[src/rtl/clk_tick_gen_pkg.sv]
// Shared definitions for the multi-channel clock-enable generator: default
// divisors, the write-decode result type and a constant log2 helper.
package clk_tick_gen_pkg;

  localparam int unsigned DIV_1KHZ = 12000;
  localparam int unsigned DIV_10HZ = 1200000;

  typedef enum logic [1:0] {
    WR_IDLE   = 2'd0,
    WR_ACCEPT = 2'd1,
    WR_REJECT = 2'd2
  } wr_res_e;

  function automatic int clog2(input int unsigned value);
    int r;
    r = 0;
    for (int i = 0; i < 32; i++) begin
      if ((64'd1 << i) < 64'(value)) r = i + 1;
    end
    return r;
  endfunction

endpackage

[src/rtl/clk_tick_gen_if.sv]
// Control/status bundle of clk_tick_gen: run enables, sync, divisor writes and
// the per-channel tick/square outputs.
interface clk_tick_gen_if #(
  parameter int N_CH  = 4,
  parameter int CNT_W = 24,
  parameter int CH_W  = 2
);
  // Write handshake: wr_en is a one-cycle strobe with no ready; every strobe is
  // consumed on the edge it is seen, and wr_err pulses one cycle later if the
  // write was rejected.
  logic [N_CH-1:0]  ch_en;
  logic             sync;
  logic             wr_en;
  logic [CH_W-1:0]  wr_ch;
  logic [CNT_W-1:0] wr_div;
  logic             wr_err;
  logic [N_CH-1:0]  pend;
  logic [N_CH-1:0]  tick;
  logic [N_CH-1:0]  sq;

  modport master (
    output ch_en, sync, wr_en, wr_ch, wr_div,
    input  wr_err, pend, tick, sq
  );

  modport slave (
    input  ch_en, sync, wr_en, wr_ch, wr_div,
    output wr_err, pend, tick, sq
  );
endinterface

[src/rtl/clk_tick_gen_chan.sv]
// One divider channel: free-running counter, active/pending divisor, and the
// registered tick and square-wave outputs.
module clk_tick_gen_chan #(
  parameter int CNT_W = 24
) (
  input  logic             clk_12MHz,
  input  logic             reset,
  input  logic             en,
  input  logic             sync,
  input  logic             wr_hit,
  input  logic [CNT_W-1:0] wr_div,
  input  logic [CNT_W-1:0] init_div,
  output logic             tick,
  output logic             sq,
  output logic             pend
);

  logic [CNT_W-1:0] cnt;
  logic [CNT_W-1:0] div_act;
  logic [CNT_W-1:0] div_pend;
  logic [CNT_W-1:0] cnt_inc;
  logic [CNT_W-1:0] sq_rise;
  logic             wrap;
  logic             apply;

  always_comb begin
    wrap    = (cnt == div_act - CNT_W'(1));
    apply   = !en || sync || wrap;
    cnt_inc = cnt + CNT_W'(1);
    // sq rises after ceil(div/2) low cycles
    sq_rise = div_act - (div_act >> 1);
  end

  always_ff @(posedge clk_12MHz or negedge reset) begin
    if (!reset) begin
      cnt      <= '0;
      div_act  <= init_div;
      div_pend <= '0;
      pend     <= 1'b0;
      tick     <= 1'b0;
      sq       <= 1'b0;
    end else if (apply) begin
      // Period boundary (wrap, stop or sync): the only place div_act may change
      cnt  <= '0;
      tick <= en && !sync;
      sq   <= 1'b0;
      pend <= 1'b0;
      if (wr_hit) begin
        div_act <= wr_div;
      end else if (pend) begin
        div_act <= div_pend;
      end
    end else begin
      cnt  <= cnt_inc;
      tick <= 1'b0;
      sq   <= (cnt_inc >= sq_rise);
      if (wr_hit) begin
        div_pend <= wr_div;
        pend     <= 1'b1;
      end
    end
  end

endmodule

[src/rtl/clk_tick_gen.sv]
// Multi-channel programmable clock-enable generator: write decode, error pulse
// and N_CH divider channels sharing sync and the write bus.
module clk_tick_gen
  import clk_tick_gen_pkg::*;
#(
  parameter int                    N_CH     = 4,
  parameter int                    CNT_W    = 24,
  parameter int                    CH_W     = 2,
  parameter logic [N_CH*CNT_W-1:0] DIV_INIT = {N_CH{CNT_W'(DIV_1KHZ)}}
) (
  input  logic        clk_12MHz,
  input  logic        reset,
  clk_tick_gen_if.slave bus
);

  if (N_CH < 1 || N_CH > 16) begin : g_bad_n_ch
    $error("clk_tick_gen: N_CH must be 1..16");
  end
  if (clog2(N_CH) > CH_W) begin : g_bad_ch_w
    $error("clk_tick_gen: CH_W too narrow to address N_CH channels");
  end

  wr_res_e          wr_res;
  logic             legal;
  logic             wr_err_q;
  logic [N_CH-1:0]  wr_hit;
  logic [N_CH-1:0]  tick_w;
  logic [N_CH-1:0]  sq_w;
  logic [N_CH-1:0]  pend_w;

  always_comb begin
    legal  = (int'(bus.wr_ch) < N_CH) && (bus.wr_div >= CNT_W'(2));
    wr_res = WR_IDLE;
    if (bus.wr_en) begin
      wr_res = legal ? WR_ACCEPT : WR_REJECT;
    end
    wr_hit = '0;
    for (int i = 0; i < N_CH; i++) begin
      wr_hit[i] = (wr_res == WR_ACCEPT) && (int'(bus.wr_ch) == i);
    end
  end

  always_ff @(posedge clk_12MHz or negedge reset) begin
    if (!reset) begin
      wr_err_q <= 1'b0;
    end else begin
      wr_err_q <= (wr_res == WR_REJECT);
    end
  end

  for (genvar i = 0; i < N_CH; i++) begin : g_ch
    if (DIV_INIT[i*CNT_W +: CNT_W] < CNT_W'(2)) begin : g_bad_init
      $error("clk_tick_gen: every DIV_INIT slice must be >= 2");
    end

    clk_tick_gen_chan #(
      .CNT_W (CNT_W)
    ) u_chan (
      .clk_12MHz (clk_12MHz),
      .reset     (reset),
      .en        (bus.ch_en[i]),
      .sync      (bus.sync),
      .wr_hit    (wr_hit[i]),
      .wr_div    (bus.wr_div),
      .init_div  (DIV_INIT[i*CNT_W +: CNT_W]),
      .tick      (tick_w[i]),
      .sq        (sq_w[i]),
      .pend      (pend_w[i])
    );
  end

  assign bus.wr_err = wr_err_q;
  assign bus.tick   = tick_w;
  assign bus.sq     = sq_w;
  assign bus.pend   = pend_w;

endmodule

[src/flat_wrapper.sv]
// flat-port wrapper written by rule: the top's interface ports become plain ports
module clk_tick_gen_flat import clk_tick_gen_pkg::*;
#(
  parameter int                    N_CH     = 4,
  parameter int                    CNT_W    = 24,
  parameter int                    CH_W     = 2,
  parameter logic [N_CH*CNT_W-1:0] DIV_INIT = {N_CH{CNT_W'(DIV_1KHZ)}}
)
  (clk_12MHz, reset, bus_ch_en, bus_sync, bus_wr_en, bus_wr_ch, bus_wr_div, bus_wr_err, bus_pend, bus_tick, bus_sq);
  clk_tick_gen_if #(.N_CH(N_CH), .CNT_W(CNT_W), .CH_W(CH_W)) bus_i ();
  input  logic clk_12MHz;
  input  logic reset;
  input wire logic [$bits(bus_i.ch_en)-1:0] bus_ch_en;
  input wire logic [$bits(bus_i.sync)-1:0] bus_sync;
  input wire logic [$bits(bus_i.wr_en)-1:0] bus_wr_en;
  input wire logic [$bits(bus_i.wr_ch)-1:0] bus_wr_ch;
  input wire logic [$bits(bus_i.wr_div)-1:0] bus_wr_div;
  output wire logic [$bits(bus_i.wr_err)-1:0] bus_wr_err;
  output wire logic [$bits(bus_i.pend)-1:0] bus_pend;
  output wire logic [$bits(bus_i.tick)-1:0] bus_tick;
  output wire logic [$bits(bus_i.sq)-1:0] bus_sq;
  assign bus_i.ch_en = bus_ch_en;
  assign bus_i.sync = bus_sync;
  assign bus_i.wr_en = bus_wr_en;
  assign bus_i.wr_ch = bus_wr_ch;
  assign bus_i.wr_div = bus_wr_div;
  assign bus_wr_err = bus_i.wr_err;
  assign bus_pend = bus_i.pend;
  assign bus_tick = bus_i.tick;
  assign bus_sq = bus_i.sq;
  clk_tick_gen #(.N_CH(N_CH), .CNT_W(CNT_W), .CH_W(CH_W), .DIV_INIT(DIV_INIT)) u_core (.clk_12MHz(clk_12MHz), .reset(reset), .bus(bus_i));
endmodule
[config.mk]
export PLATFORM = sky130hd
export DESIGN_NAME = clk_tick_gen_flat
export DESIGN_NICKNAME = d
export VERILOG_FILES = /design/src/rtl/clk_tick_gen_pkg.sv /design/src/rtl/clk_tick_gen_if.sv /design/src/rtl/clk_tick_gen_chan.sv /design/src/rtl/clk_tick_gen.sv /design/src/flat_wrapper.sv
export SDC_FILE = /design/constraint.sdc
export NUM_CORES = 1
export LEC_CHECK = 0
export CORE_ASPECT_RATIO = 1.25
export CORE_MARGIN = 4
export CORE_UTILIZATION = 25
export DETAILED_ROUTE_END_ITERATION = 6
export MAX_ROUTING_LAYER = met4
export PLACE_DENSITY = 0.43
export SETUP_SLACK_MARGIN = 0.05
export SLEW_MARGIN = 20
export SYNTH_ARGS = -nofsm -noshare
export SYNTH_HDL_FRONTEND = slang
export SYNTH_SLANG_ARGS = --single-unit
[constraint.sdc]
create_clock -name clk_12MHz -period 5.3 [get_ports clk_12MHz]
set_input_delay 1.06 -clock clk_12MHz [delete_from_list [all_inputs] [get_ports clk_12MHz]]
set_output_delay 1.06 -clock clk_12MHz [all_outputs]
set_load 0.03 [all_outputs]
==> results.sh, run 1 <==
export IMPL_power_w=0.0105
export IMPL_syn_area_um2=23500
export IMPL_worstSetupPathType="flop to flop"
export IMPL_yosysMostFrequentCell="ha_1"
export IMPL_power_switching_w=0.00394
export IMPL_setup_slack_ns=0.722
export IMPL_ir_drop_v=0.000183
export IMPL_fin_setup_tns_ns=0
export IMPL_die_w_um=282
export IMPL_cp_slowest_stage_delay_ns=0.64
export IMPL_critPathBufInv=3
export IMPL_hold_viol=0
export IMPL_wl_um=67200
export IMPL_avgViaCountPerCell=4.79
export IMPL_synth_warnings=0
export IMPL_final_nets=2833
export IMPL_dpl_instance_area_um2=25400
export IMPL_io_buffers=46
export IMPL_grt_max_degree=114
export IMPL_yosys_area_top_type="dfrtp_1"
export IMPL_maxCapViolCount=0
export IMPL_coreArea_um2=93100
export IMPL_synth_seq_cells=301
export IMPL_synth_flop_cell="dfrtp_1"
export IMPL_antenna_found_initial=3
export IMPL_reg2reg_setup_slack_ns=0.72
export IMPL_clk_pin_slew_worst_paths_ns=0.06
export IMPL_overflow=0
export IMPL_dp_cells=3664
export IMPL_area_growth_pct=13.6
export IMPL_start_kind="flop"
export IMPL_synth_distinct_cells=86
export IMPL_fin_cells=3737
export IMPL_fin_skew_ns=0.0210
export IMPL_synthArstFlopShare_pct=100
export IMPL_drt_pass1_iterations=4
export IMPL_leakage_nw=11.9
export IMPL_synth_edf_count=0
export IMPL_cts_setup_buffers=0
export IMPL_crit_fanout=51
export IMPL_synthTopCellsByCount="ha_1 (296), dfrtp_1 (273), xnor2_1 (221), inv_1 (194), nor2_1 (156)"
export IMPL_synthCells=2471
export IMPL_postCtsHoldBufs=0
export IMPL_rows=125
export IMPL_die_area_um2=99000
export IMPL_dp_hpwl_um=50600
export IMPL_htreeDepth=2
export IMPL_arrival_ns=5.04
export IMPL_final_area_um2=26700
export IMPL_start_util_pct=25.3
export IMPL_die_h_um=351
export IMPL_period_needed_ns=4.58
export IMPL_cts_buffers_inserted=38
export IMPL_hp_class="input pin to async pin"
export IMPL_drtIter0Drc=824
export IMPL_relSlewSlack_pct=35.1
export IMPL_setup_viol=0
export IMPL_ios=47
export IMPL_preCtsSetupSlack_ns=0.562
export IMPL_cts_tree="yes"
export IMPL_vias=17900
export IMPL_status="finished clean"
export IMPL_crit_slowest_cell="or4_1"
export IMPL_synth_area_leaders="dfrtp_1 (29%), ha_1 (16%), xnor2_1 (8.2%), mux2_2 (3.7%), xor2_1 (3.7%)"
export IMPL_post_synth_cell_area_avg_um2=9.51
export IMPL_crit_path_end_kind="flop"
export IMPL_drcViolationCount=0
export IMPL_grt_pass1_wl_um=105000
export IMPL_crit_required_ns=5.77
export IMPL_pwr_density_cell_nw_per_um2=391
export IMPL_post_cts_resized=0
export IMPL_grt_use_total_pct=13.9
export IMPL_detail_route_antenna_nets=0
export IMPL_cts_path_max_buffers=3
export IMPL_crit_family="simple AND/OR/NAND/NOR gates"
export IMPL_synth_top_area_share_pct=29.1
export IMPL_gp_congestion=0.850
export IMPL_ctsRootBufferMaster="clkbuf_16"
export IMPL_rsz0062_at_grt="false"
export IMPL_swShare_pct=37.7
export IMPL_power_frac_clock_pct=26.8
export IMPL_clkSinkCount=301
export IMPL_seq_power_share_pct=29.1
export IMPL_drive_above_1_share_pct=9.97
export IMPL_comb_power_share_pct=44.1
export IMPL_max_freq_mhz=218
export IMPL_worst_slew_pin_slew_ns=0.971
export IMPL_grt_pass1_vias=18500
export IMPL_yosysSeqAreaShare_pct=32.2
export IMPL_syn_num_nets=2805
export IMPL_wl_per_cell_um=18.0
export IMPL_internal_power_w=0.00652
export IMPL_maxSlewViolCount=0
export IMPL_finalCritPeriodShare_pct=86.4
export IMPL_crit_chain="inv_1, ha_1, nand3_1, nor2_1, nand4_1, a21bo_2, xnor2_1, or4_1, or4_1, o31ai_4, buf_4, and2_0, buf_4, a2bb2oi_1"
export IMPL_clk_latency_ns=0.56
==> routing by layer <==
layer | track usage, % | routed length [um] | share of wire (%) | up-vias
met4 | 4.73 | 2380 | 3.5 | 0
met2 | 23.8 | 33100 | 49 | 262
li1 | - | - | - | 8785
met5 | - | 0 | 0 | -
met3 | 2.14 | 2390 | 3.6 | 99
met1 | 16.6 | 29300 | 44 | 8750
==> power groups by stage <==
stage / Sequential, W / Clock, W / Combinational [W]
after CTS: 0.00305 / 0.00290 / 0.00467
final: 0.00304 / 0.00280 / 0.00461
after global placement: 0.00308 / 0 / 0.00457
after detailed placement: 0.00309 / 0 / 0.00462
after floorplan: 0.00294 / 0 / 0.00363
after global routing: 0.00309 / 0.00298 / 0.00528
==> kinds of logic after synthesis <==
logic type	share of synthesized area (%)
buf+inv	5.26
fa+ha+maj	16.1
xor+xnor	11.9
simple gates	14.4
mux	5.10
compound gates	15.1
flops	32.2
==> area by class of cell <==
type                       instances  area (um2)
fill                            9632       66300
timing repair buffer              90         841
antenna                            3        7.51
sequential                       301        7570
multi-input combinational       1874       14700
clock buffer                      53        1080
clock inverter                    16         246
inverter                         194         728
tap                             1206        1510
==> through the flow <==
step | util, % | hold slack [ns]
finish | 28.7 | 0.364
global route | 28.7 | 0.343
CTS | 28.7 | 0.507
detailed placement | 27.2 | 0.494
global placement | 27.2 | 0.488
floorplan | - | 0.480
==> sequential cells by signal, summed over array words and instances (netlist names) <==
| name | count |
|---|---|
| u_core.bus.wr_err | 1 |
| u_core.g_ch.u_chan.cnt | 96 |
| u_core.g_ch.u_chan.div_act | 96 |
| u_core.g_ch.u_chan.div_pend | 96 |
| u_core.g_ch.u_chan.pend | 4 |
| u_core.g_ch.u_chan.sq | 4 |
| u_core.g_ch.u_chan.tick | 4 |
==> path summary, 6_finish.rpt <==
path | start | to | depth (start not counted)
max | u_core.g_ch[2].u_chan.div_act[2] | u_core.g_ch[2].u_chan.div_act[23] | 14
min | reset | u_core.g_ch[2].u_chan.cnt[18] | 1
max reg2reg | u_core.g_ch[2].u_chan.div_act[2] | u_core.g_ch[2].u_chan.div_act[23] | 14
min reg2reg | u_core.g_ch[1].u_chan.div_pend[3] | u_core.g_ch[1].u_chan.div_pend[3] | 1
max in group asynchronous | reset | u_core.g_ch[3].u_chan.cnt[13] | 3
min in group clk_12MHz | u_core.g_ch[1].u_chan.div_pend[3] | u_core.g_ch[1].u_chan.div_pend[3] | 1
==> layout by cell type (no fill, tap or decap), drive strengths merged, types with 45 or more instances in the layout <==
cell / n
ha: 296
dfrtp: 273
xnor2: 221
inv: 195
nor2: 157
a21oi: 113
xor2: 99
mux2: 98
nand2: 81
nor2b: 78
o22ai: 75
a2bb2oi: 71
nand3: 66
o21ai: 58
clkbuf: 53
clkdlybuf4s50: 45
buf: 45
Note: power is estimated with default switching activity, not from simulation.
==> run 2, diff against run 1 <==
--- a/config.mk
+++ b/config.mk
@@ -6,13 +6,13 @@
 export NUM_CORES = 1
 export LEC_CHECK = 0
 export CORE_ASPECT_RATIO = 1.25
-export CORE_MARGIN = 4
+export CORE_MARGIN = 2
 export CORE_UTILIZATION = 25
 export DETAILED_ROUTE_END_ITERATION = 6
 export MAX_ROUTING_LAYER = met4
-export PLACE_DENSITY = 0.43
+export PLACE_DENSITY = 0.41
 export SETUP_SLACK_MARGIN = 0.05
-export SLEW_MARGIN = 20
+export SLEW_MARGIN = 5
 export SYNTH_ARGS = -nofsm -noshare
 export SYNTH_HDL_FRONTEND = slang
 export SYNTH_SLANG_ARGS = --single-unit
==> results.sh, run 2 (synthesis results as in run 1) <==
export IMPL_htreeDepth=2
export IMPL_most_common_layout_cells="ha_1 (296), dfrtp_1 (273), xnor2_1 (221)"
export IMPL_grt_pass1_vias=18500
export IMPL_start_kind="flop"
export IMPL_wl_met2_um=34000
export IMPL_pwr_density_cell_nw_per_um2=391
export IMPL_ir_drop_v=0.000207
export IMPL_postLayoutCoreUtil_pct=28.7
export IMPL_antenna_found_initial=2
export IMPL_die_w_um=278
export IMPL_cts_setup_buffers=0
export IMPL_preCtsSetupSlack_ns=0.247
export IMPL_reg_largest_list="u_core.g_ch.u_chan.cnt x96, u_core.g_ch.u_chan.div_act x96, u_core.g_ch.u_chan.div_pend x96"
export IMPL_highest_layer="met4"
export IMPL_fin_setup_tns_ns=0
export IMPL_hold_viol=0
export IMPL_drcViolationCount=0
export IMPL_cts_tree="yes"
export IMPL_finalCritPeriodShare_pct=87.2
export IMPL_crit_chain="inv_1, ha_1, or4_1, or4_1, o21ai_0, o21ai_0, nor4_1, a2111o_1, a21oi_1, o21bai_1, xor2_1, ha_1, a211oi_1, o211ai_1, o221ai_1, a31oi_1, o21ai_0, a21oi_1"
export IMPL_postCtsHoldBufs=0
export IMPL_start_util_pct=25.3
export IMPL_wl_um=68200
export IMPL_dp_hpwl_um=51400
export IMPL_post_cts_resized=0
export IMPL_final_nets=2834
export IMPL_setup_viol=0
export IMPL_dr_wl_met3_um=2330
export IMPL_grt_max_degree=107
export IMPL_drive_above_1_share_pct=10.0
export IMPL_overflow=0
export IMPL_worst_slew_pin_slew_ns=1.30
export IMPL_crit_fanout=4
export IMPL_gp_congestion=0.845
export IMPL_final_common_cell="ha_1"
export IMPL_cts_buffers_inserted=40
export IMPL_area_growth_pct=13.5
export IMPL_cts_path_max_buffers=3
export IMPL_status="finished clean"
export IMPL_hp_class="input pin to async pin"
export IMPL_maxCapViolCount=0
export IMPL_vias=17900
export IMPL_clk_pin_slew_worst_paths_ns=0.06
export IMPL_period_needed_ns=4.62
export IMPL_rsz0062_at_grt="false"
export IMPL_drt_met1_wl_um=30200
export IMPL_fin_skew_ns=0.0118
export IMPL_max_freq_mhz=216
export IMPL_clkSinkCount=301
export IMPL_drt_pass1_iterations=5
export IMPL_crit_top_cell="o21ai_0"
export IMPL_maxSlewViolCount=0
export IMPL_grt_pass1_wl_um=108000
export IMPL_relSlewSlack_pct=13.1
export IMPL_die_area_um2=96500
export IMPL_crit_slowest_cell="or4_1"
export IMPL_ctsRootBufferMaster="clkbuf_16"
export IMPL_die_h_um=347
export IMPL_worstSetupPathType="flop to flop"
export IMPL_setup_slack_ns=0.681
export IMPL_arrival_ns=5.06
export IMPL_io_buffers=46
export IMPL_crit_path_end_kind="flop"
export IMPL_wl_per_cell_um=18.2
export IMPL_crit_required_ns=5.74
export IMPL_cp_slowest_stage_delay_ns=0.61
export IMPL_avgViaCountPerCell=4.78
export IMPL_leakage_nw=11.9
export IMPL_grt_use_total_pct=14.5
export IMPL_coreArea_um2=93100
export IMPL_clk_latency_ns=0.57
export IMPL_drtIter0Drc=1140
export IMPL_ios=47
export IMPL_detail_route_antenna_nets=0
export IMPL_rows=125
run 2: cell count changes in the layout (fill, tap and decap cells not counted):
cell        previous run  this run
diode_2                3         2
clkbuf_1               9        11
bufinv_16              6         2
buf_16                 1         0
inv_6                  1         2
nor2_4                 2         1
clkbuf_8               5         8
clkinvlp_4             2         3
nor2_2                 0         1
clkbuf_16             39        41
run 2: layer usage:
metal / up-vias / GRT usage, %
li1: 8774 / -
met4: 0 / 3.86
met2: 256 / 25.1
met1: 8759 / 17.6
met3: 80 / 2.19
met5: - / -
run 2: area by class of cell:
type	instances	area, um2
repair buffers	89	813
fillers	9698	66400
inverters	194	728
multi-input cells	1874	14700
diodes	2	5.00
well taps	1206	1510
clock inverters	14	143
clock buffers	60	1180
flip-flops and latches	301	7570
run 2: path summary, 6_finish.rpt:
| check | startpoint | to | slack (ns) | cells past startpoint |
|---|---|---|---|---|
| setup / recovery | u_core.g_ch[1].u_chan.div_act[13] | u_core.g_ch[1].u_chan.sq | 0.68 | 18 |
| hold / removal | reset | u_core.g_ch[2].u_chan.cnt[13] | 0.49 | 1 |
| setup reg to reg | u_core.g_ch[1].u_chan.div_act[13] | u_core.g_ch[1].u_chan.sq | 0.68 | 18 |
| hold reg to reg | u_core.g_ch[0].u_chan.div_pend[5] | u_core.g_ch[0].u_chan.div_pend[5] | 0.51 | 1 |
| max in group asynchronous | reset | u_core.g_ch[1].u_chan.div_act[13] | 3.59 | 2 |
| min in group clk_12MHz | u_core.g_ch[0].u_chan.div_pend[5] | u_core.g_ch[0].u_chan.div_pend[5] | 0.51 | 1 |
run 2: critical path, delay by kind of cell, from the launching register on:
family          cells  cell delay [ns]
compound gates     11             1.73
simple gates        3             1.33
fa+ha+maj           2             0.61
flops               1             0.56
xor+xnor            1             0.17
buf+inv             1             0.08
run 2: stage by stage:
stage | total power (W) | hold slack, ns | instance area, um2 | std cells
after floorplan | 0.00657 | 0.480 | 23500 | 2471
after global placement | 0.00767 | 0.489 | 25300 | 3664
after detailed placement | 0.00774 | 0.493 | 25300 | 3664
after CTS | 0.0106 | 0.507 | 26700 | 3738
after global routing | 0.0113 | 0.516 | 26700 | 3739
final | 0.0104 | 0.488 | 26700 | 3740
run 2: power by group:
part / switching (W) / internal [W] / leakage, nW
sequential: 0.000375 / 0.00267 / 3.77
combinational: 0.00251 / 0.00213 / 7.47
clock: 0.00112 / 0.00164 / 0.641
total: 0.00400 / 0.00644 / 11.9
